$ cat src/rtl/zion_bc_clr_skid_buf.sv
// zion_bc_clr_skid_buf
//  Two-entry valid/ready register slice (skid buffer) with a synchronous clear.
//  Sustains one beat per cycle. oVld, oRdy and oDat all come straight from flops,
//  so no combinational path crosses the slice in either direction.
//  A clear empties the buffer and returns oDat to INI_DATA.
//
// Ports
//  clk   in   1      clock, rising edge
//  rst   in   1      asynchronous reset, active-low
//  iClr  in   1      synchronous flush, active-high
//  iVld  in   1      upstream valid
//  oRdy  out  1      upstream ready (registered)
//  iDat  in   WIDTH  upstream data
//  oVld  out  1      downstream valid (registered)
//  iRdy  in   1      downstream ready
//  oDat  out  WIDTH  downstream data (registered)

module zion_bc_clr_skid_buf #(
    parameter int unsigned      WIDTH    = 32,
    parameter logic [WIDTH-1:0] INI_DATA = '0
) (
    input  logic             clk,
    input  logic             rst,
    input  logic             iClr,
    input  logic             iVld,
    output logic             oRdy,
    input  logic [WIDTH-1:0] iDat,
    output logic             oVld,
    input  logic             iRdy,
    output logic [WIDTH-1:0] oDat
);

    typedef enum logic [1:0] {
        StEmpty,
        StOne,
        StFull
    } state_e;

    state_e           stateQ, stateD;
    logic [WIDTH-1:0] mainQ, mainD;
    logic [WIDTH-1:0] skidQ, skidD;
    logic             oVldQ, oRdyQ;
    logic             push, pop;

    assign push = iVld & oRdyQ;
    assign pop  = oVldQ & iRdy;

    always_comb begin
        stateD = stateQ;
        mainD  = mainQ;
        skidD  = skidQ;
        if (iClr) begin
            // Any beat accepted or delivered this cycle is dropped.
            stateD = StEmpty;
            mainD  = INI_DATA;
            skidD  = INI_DATA;
        end else begin
            unique case (stateQ)
                StEmpty: begin
                    if (push) begin
                        stateD = StOne;
                        mainD  = iDat;
                    end
                end
                StOne: begin
                    if (push && pop) begin
                        mainD = iDat;
                    end else if (push) begin
                        stateD = StFull;
                        skidD  = iDat;
                    end else if (pop) begin
                        // oDat keeps the stale beat; only oVld drops.
                        stateD = StEmpty;
                    end
                end
                StFull: begin
                    // oRdy is low here, so no push can occur.
                    if (pop) begin
                        stateD = StOne;
                        mainD  = skidQ;
                    end
                end
                default: stateD = StEmpty;
            endcase
        end
    end

    always_ff @(posedge clk or negedge rst) begin
        if (!rst) begin
            stateQ <= StEmpty;
            mainQ  <= INI_DATA;
            skidQ  <= INI_DATA;
            oVldQ  <= 1'b0;
            oRdyQ  <= 1'b1;
        end else begin
            stateQ <= stateD;
            mainQ  <= mainD;
            skidQ  <= skidD;
            // Handshake outputs are registered copies of the next-state decode.
            oVldQ  <= (stateD != StEmpty);
            oRdyQ  <= (stateD != StFull);
        end
    end

    assign oVld = oVldQ;
    assign oRdy = oRdyQ;
    assign oDat = mainQ;

    // Handshake inputs must be known whenever the block is out of reset.
    handshakeKnown: assert property (@(posedge clk) disable iff (!rst)
        !$isunknown({iVld, iRdy}));

endmodule

$ cat config.mk
export PLATFORM = sky130hd
export DESIGN_NAME = zion_bc_clr_skid_buf
export DESIGN_NICKNAME = d
export VERILOG_FILES = /design/src/rtl/zion_bc_clr_skid_buf.sv
export SDC_FILE = /design/constraint.sdc
export NUM_CORES = 1
export LEC_CHECK = 0
export BUFFER_PORTS_ARGS = -buffer_cell sky130_fd_sc_hd__buf_2
export CAP_MARGIN = 20
export CELL_PAD_IN_SITES_DETAIL_PLACEMENT = 0
export CELL_PAD_IN_SITES_GLOBAL_PLACEMENT = 2
export CORE_MARGIN = 4
export CORE_UTILIZATION = 39
export CTS_BUF_LIST = sky130_fd_sc_hd__clkbuf_8
export CTS_CLUSTER_DIAMETER = 100
export CTS_CLUSTER_SIZE = 24
export DETAILED_ROUTE_END_ITERATION = 8
export GPL_TIMING_DRIVEN = 0
export PLACE_DENSITY = 0.89
export SETUP_SLACK_MARGIN = 0.02
export SYNTH_ARGS = -nofsm -noshare
export SYNTH_HDL_FRONTEND = slang
export SYNTH_SLANG_ARGS = --single-unit
$ cat constraint.sdc
create_clock -name clk -period 2.8 [get_ports clk]
set_clock_uncertainty 0.1 [all_clocks]
set_input_delay 0.42 -clock clk [delete_from_list [all_inputs] [get_ports clk]]
set_output_delay 0.42 -clock clk [all_outputs]
set_load 0.03 [all_outputs]
==> impl_metrics.csv, run 1 <==
group,metric,value,unit
timing,setup_viol,0,
die,die_h,103,um
route,vias,2924,
critical_path,reg2reg_depth,5,
grt,grt_pass1_vias,2905,
power,peakVddDrop,0.256,mV
timing,finalSetupTns,0,ns
synth,synth.avg_cell_area,10.9,um^2
route,vias_per_cell,5.68,
grt,grt_antenna_before_repair,0,
timing,max_freq,0.517,GHz
clock_tree,clkSinkCount,68,
cells_and_area,nets,439,
timing,timing.final.crit_share,69.0,%
grt,grt_pass1_wl,15100,um
die,core,8720,um^2
cells_and_area,drive_gt1_share,31.0,%
power,power.leakage,1.73,nW
clock_tree,clockBufferDepth,2,
synth,yosys_warnings,0,
route,ant_nets,0,
critical_path,worstPathRequired,2.94,ns
timing,max_slew_margin,42.3,%
placed_design,io_buffers,69,
critical_path,crit_path_end_kind,"flop",
clock_tree,cts_resized,0,
critical_path,critPathKind,"flop to flop",
power,fin_total_pwr,2.65,mW
grt,grt_use_total,18.7,%
timing,rsz0062_at_grt,"false",
cells_and_area,fillCellCount,825,
synth,ys_types,31,
synth,synth_nets,359,
critical_path,worstReg2RegEnd,"oDat[0]",
critical_path,critical_path.top_delay_family,"flip-flops",
cells_and_area,diodes,0,
clock_tree,clk_latency,0.35,ns
die,dieArea,10500,um^2
clock_tree,numCtsBuffers,9,
critical_path,cp.arrival,2.08,ns
critical_path,critPathMaxFanout,10,
die,die_w,103,um
placed_design,gp_congestion,0.811,
critical_path,reg2reg_from,"oRdy",
clock_tree,htreeDepth,3,
cells_and_area,utilization,48.1,%
timing,tightestPinTransition,0.866,ns
route,drc,0,
grt,grt_max_degree,69,
timing,period_minus_slack,1.93,ns
synth,synthesis.area,3500,um^2
critical_path,worstSetupStartpointType,"flop",
die,row_count,34,
route,drtPass1Iterations,4,
route,drt-wirelength-per-cell,18.3,um
critical_path,rrSetupSlack,0.87,ns
critical_path,crit_buf_inv,2,
clock_tree,cts_tree,"done",
clock_tree,ctsHoldBuffers,0,
synth,synth_cells,322,
cells_and_area,final_area,4190,um^2
die,start_util,40.1,%
grt,grt-ovfl-total,0,
critical_path,cp_slowest_cell,"dfstp_2",
placed_design,dp_hpwl,6520,um
run_status,status,"finished, final reports clean",
route,drt_iter0_markers,96,
cells_and_area,syn_to_final_growth,19.8,%
clock_tree,postCtsSetupRepairBufs,0,
timing,slew_viol_final,0,
placed_design,place_area,3980,um^2
synth,synth_seq_cells,68,
job,cap_viol_max_count,0,
clock_tree,path_clk_slew,0.08,ns
min_path,hp-class,"input port to async pin",
timing,finalHoldViolCount,0,
synth,yosysSeqAreaShare,48.7,%
critical_path,path_cells,"and4_4 > buf_6 > clkbuf_1 > a2111oi_0 > a211oi_1",
route,drt_wl_total,9410,um
critical_path,cpPeakStageDelay,0.59,ns
power,power.density,633,nW/um^2
die,ios,71,
clock_tree,clockRootBuffer,"clkbuf_8",
==> registers in the layout, indices dropped and copies added, names as in the netlist <==
signal and count:
skidQ 32, oDat 32, oVld 1, oRdy 1, stateQ 2
==> synth_stat cells <==
cell type   n  area (um^2)
buf_1       1         3.75
nand3_1    32          160
a211o_4     1         17.5
buf_4       1         7.51
a211oi_1   22          165
a211oi_2   10          125
and4_4      1         11.3
buf_6       4         45.0
inv_1       1         3.75
nor2b_1     1         6.26
dfrtp_1    67         1680
o21ba_2     1         10.0
buf_2       8         40.0
o21bai_1    1         7.51
nand2_1     4         15.0
a21o_1      1         7.51
a21bo_2     1         10.0
clkbuf_1   25         93.8
a21oi_1    35          175
a31oi_1     1         6.26
and4bb_2    1         12.5
mux2i_1    32          320
clkbuf_4    2         15.0
a21boi_1    1         7.51
nand3b_1    1         7.51
o21ai_0    32          160
and4b_1     1         10.0
a2111oi_2  10          150
dfstp_2     1         26.3
a2111oi_0  22          193
and3b_1     1         8.76
==> metal layers <==
metal / global-route usage [%] / wire (um)
met3: 4.67 / 503
met2: 28.7 / 4490
met4: 4.64 / 110
met5: 0 / 0
met1: 26.6 / 4300
==> area by class of cell <==
type,instances,area [um^2],area share [%]
plain buffers,41,205,4.89
clock buffers,11,151,3.61
clock inverters,5,60.1,1.43
inverters,1,3.75,0.0895
multi-input cells,212,1590,37.8
flip-flops and latches,68,1700,40.6
well taps,108,135,3.22
repair buffers,69,348,8.30
==> how the worst max path moves through the flow <==
stage          cells after the start  startpoint        to  slack [ns]
2_1_floorplan                      5        oVld  oDat[13]        1.06
3_3_place_gp                       1         rst  oDat[26]        0.83
3_5_place_dp                       6        iVld   oDat[7]        0.89
4_1_cts                            4        oRdy   oDat[0]        0.89
5_1_grt                            4        oRdy  oDat[29]        0.74
6_report                           5        oRdy   oDat[0]        0.87
==> power by group <==
group | internal, mW | switching, mW | total [mW]
Combinational | 0.230 | 0.454 | 0.684
Clock | 0.461 | 0.389 | 0.850
Sequential | 1.07 | 0.0516 | 1.12
Total | 1.76 | 0.895 | 2.65
==> metrics by stage <==
stage                     hold slack (ns)  cells  setup WS, ns
after CTS                           0.114    515         0.893
after detailed placement            0.434    499         0.889
after floorplan                    0.0244    322          1.06
final                              0.0782    515         0.867
after global routing                0.144    515         0.737
after global placement              0.427    499         0.831
==> cells in the final DEF, fill, tap and decap left out, drive strengths merged <==
cell type	Yosys	routed
clkinv	0	3
mux2i	32	32
and4	1	1
dfrtp	67	67
nand2	4	4
o21ba	1	1
o21ai	32	32
clkinvlp	0	1
a2111oi	32	32
a21bo	1	1
buf	14	83
and3b	1	1
clkbuf	27	38
nand3b	1	1
and4b	1	1
a211o	1	1
a211oi	32	32
inv	1	1
a21o	1	1
a21boi	1	1
o21bai	1	1
bufinv	0	1
nor2b	1	1
nand3	32	32
and4bb	1	1
dfstp	1	1
a31oi	1	1
a21oi	35	35
==> kinds of logic (layout without fill, tap and decap cells) <==
logic type	count (synthesis)	count (layout)	synth area share, %
AOI/OAI and AO/OA	138	138	29.6
buffers and inverters	42	127	5.97
DFF	68	68	48.7
muxes	32	32	9.16
and+or+nand+nor	42	42	6.62
Power figures use the tool's default switching activity.
==> run 2, diff against run 1 <==
--- a/config.mk
+++ b/config.mk
@@ -10,13 +10,13 @@
 export CELL_PAD_IN_SITES_DETAIL_PLACEMENT = 0
 export CELL_PAD_IN_SITES_GLOBAL_PLACEMENT = 2
 export CORE_MARGIN = 4
-export CORE_UTILIZATION = 39
+export CORE_UTILIZATION = 36
 export CTS_BUF_LIST = sky130_fd_sc_hd__clkbuf_8
 export CTS_CLUSTER_DIAMETER = 100
 export CTS_CLUSTER_SIZE = 24
 export DETAILED_ROUTE_END_ITERATION = 8
 export GPL_TIMING_DRIVEN = 0
-export PLACE_DENSITY = 0.89
+export PLACE_DENSITY = 0.83
 export SETUP_SLACK_MARGIN = 0.02
 export SYNTH_ARGS = -nofsm -noshare
 export SYNTH_HDL_FRONTEND = slang
==> constraint.sdc (replaced) <==
create_clock -name clk -period 1.89 [get_ports clk]
set_clock_uncertainty 0.1 [all_clocks]
set_input_delay 0.2835 -clock clk [delete_from_list [all_inputs] [get_ports clk]]
set_output_delay 0.2835 -clock clk [all_outputs]
set_load 0.03 [all_outputs]
==> run 2 against run 1 <==
Net effect: clock power up 46%; worst hold slack improved by 0.0054 ns; final area increased by 2.2%; combinational power is 54% higher; sequential power increased by 48%; sequential share of layout area shrank 0.89 points; power rose by 49%; worst setup slack got worse by 0.75 ns.
==> impl_metrics.csv, run 2 (synthesis results as in run 1) <==
group,metric,value,unit
run_status,status,"finished, final reports clean",
power,power.leakage,1.78,nW
route,vias,3028,
min_path,min_from,"iDat[16]",
critical_path,path_cells,"and4_4 > buf_6 > clkbuf_2 > a2111oi_0 > a211oi_1",
die,row_count,35,
clock_tree,clkSinkCount,68,
critical_path,cpPeakStageDelay,0.49,ns
critical_path,critPathMaxFanout,10,
grt,grt_pass1_wl,16400,um
grt,grt-ovfl-total,0,
route,vias_per_cell,5.63,
route,drt_wl_total,10000,um
placed_design,io_buffers,69,
route,drc,0,
timing,finalHoldViolCount,0,
cells_and_area,final_common_cell,"buf_2",
clock_tree,clk_latency,0.35,ns
grt,grt_use_total,18.3,%
cells_and_area,fillCellCount,951,
critical_path,cp_slowest_cell,"a2111oi_0",
clock_tree,htreeDepth,3,
route,ant_nets,0,
die,die_w,107,um
timing,setup_ws,0.119,ns
job,cap_viol_max_count,0,
clock_tree,path_clk_slew,0.08,ns
die,ios,71,
critical_path,critical_path.top_delay_family,"compound AO/OA/AOI/OAI gates",
timing,setup_viol,0,
timing,rsz0062_at_grt,"true",
timing,max_slew_margin,53.4,%
critical_path,worstReg2RegEnd,"oDat[25]",
timing,period_minus_slack,1.77,ns
critical_path,critPathKind,"flop to flop",
grt,grt_max_degree,36,
critical_path,reg2reg_from,"oVld",
critical_path,worstSetupStartpointType,"flop",
timing,tightestPinTransition,0.698,ns
timing,finalSetupTns,0,ns
cells_and_area,diodes,0,
min_path,hp-class,"input port to flop",
min_path,hold_depth,3,
die,die_h,107,um
route,drt_iter0_markers,146,
clock_tree,numCtsBuffers,9,
die,dieArea,11400,um^2
die,start_util,37.3,%
cells_and_area,final_cell_mix,"76 x buf_2, 67 x dfrtp_1, 35 x a21oi_1",
critical_path,critPathLaunch,"oVld",
critical_path,reg2reg_depth,5,
route,drt-wirelength-per-cell,18.6,um
critical_path,cp.arrival,1.89,ns
grt,grt_antenna_before_repair,0,
power,peakVddDrop,0.364,mV
critical_path,worstPathRequired,2.01,ns
route,drtPass1Iterations,4,
placed_design,place_ws,0.00105,ns
critical_path,crit_buf_inv,2,
critical_path,rrSetupSlack,0.12,ns
cells_and_area,drive_gt1_share,34.5,%
grt,grt_pass1_vias,3000,
timing,max_freq,0.565,GHz
cells_and_area,nets,441,
cells_and_area,syn_to_final_growth,22.5,%
timing,timing.final.crit_share,93.7,%
power,power.density,924,nW/um^2
placed_design,dp_hpwl,6800,um
critical_path,crit_path_end_kind,"flop",
placed_design,gp_congestion,0.737,
clock_tree,clockRootBuffer,"clkbuf_8",
min_path,hold_end,"skidQ[16]",
timing,slew_viol_final,0,
die,core,9370,um^2
clock_tree,clockBufferDepth,2,
clock_tree,cts_tree,"done",
[run 2: cell types whose count changed in the layout (fill, tap and decap cells not counted), moves of 2 or more]
cell / change
clkbuf_2: +11
a2111oi_1: +8
clkbuf_1: -10
a2111oi_0: -11
clkinv_4: -2
a2111oi_2: +3
[run 2: stage by stage]
step                      util (%)  area [um^2]  hold WS [ns]  power [mW]  std cells
after floorplan                  -         3500        -0.112        2.37        322
after global placement        42.7         4010         0.428        2.71        520
after detailed placement      43.0         4030         0.178        2.73        521
after CTS                     45.3         4240        0.0782        3.97        538
after global routing          45.7         4290        0.0885        4.16        538
final                         45.7         4290        0.0837        3.96        538
[run 2: report_power, final]
group	switching, mW	internal (mW)
registers	0.0808	1.58
logic	0.689	0.365
clock network	0.569	0.673
total	1.34	2.62
[run 2: worst reg2reg max path: stages, from the launching register on]
cell and delay [ns]:
dfrtp_1 0.45, and4_4 0.20, buf_6 0.12, clkbuf_2 0.20, a2111oi_0 0.49, a211oi_1 0.09
[run 2: how the worst max path moves through the flow]
stage               endpoint  slack (ns)  depth (start not counted)
floorplan           oDat[13]        0.15                          5
global placement     oDat[4]       -0.02                          1
detailed placement   oDat[4]       0.001                          4
CTS                 oDat[22]        0.02                          5
global route        oDat[30]       -0.01                          4
finish              oDat[25]        0.12                          5
[run 2: layout make-up]
type                            instances  area (um^2)  area share, %
Inverter                                1         3.75         0.0876
Tap cell                              129          161           3.77
Timing Repair Buffer                   71          378           8.81
Clock buffer                           11          151           3.53
Clock inverter                          5         51.3           1.20
Multi-Input combinational cell        212         1620           37.8
Buffer                                 41          219           5.11
Sequential cell                        68         1700           39.7
[run 2: repair_timing]
action                                  4_1_cts  5_1_grt
hold buffers                                  1        0
endpoints found under the setup margin        9       57
gates resized for setup                       2       32
endpoints found under the hold margin        33        0
setup buffers                                 0        0
[run 2: per-layer routing]
metal  GRT usage, %  vias up  wire length (um)
met5              0        -                 0
met2           28.5       68              4670
met4           5.75        0               131
met1           26.2     1527              4800
met3           2.71       13               401
li1               -     1420                 -
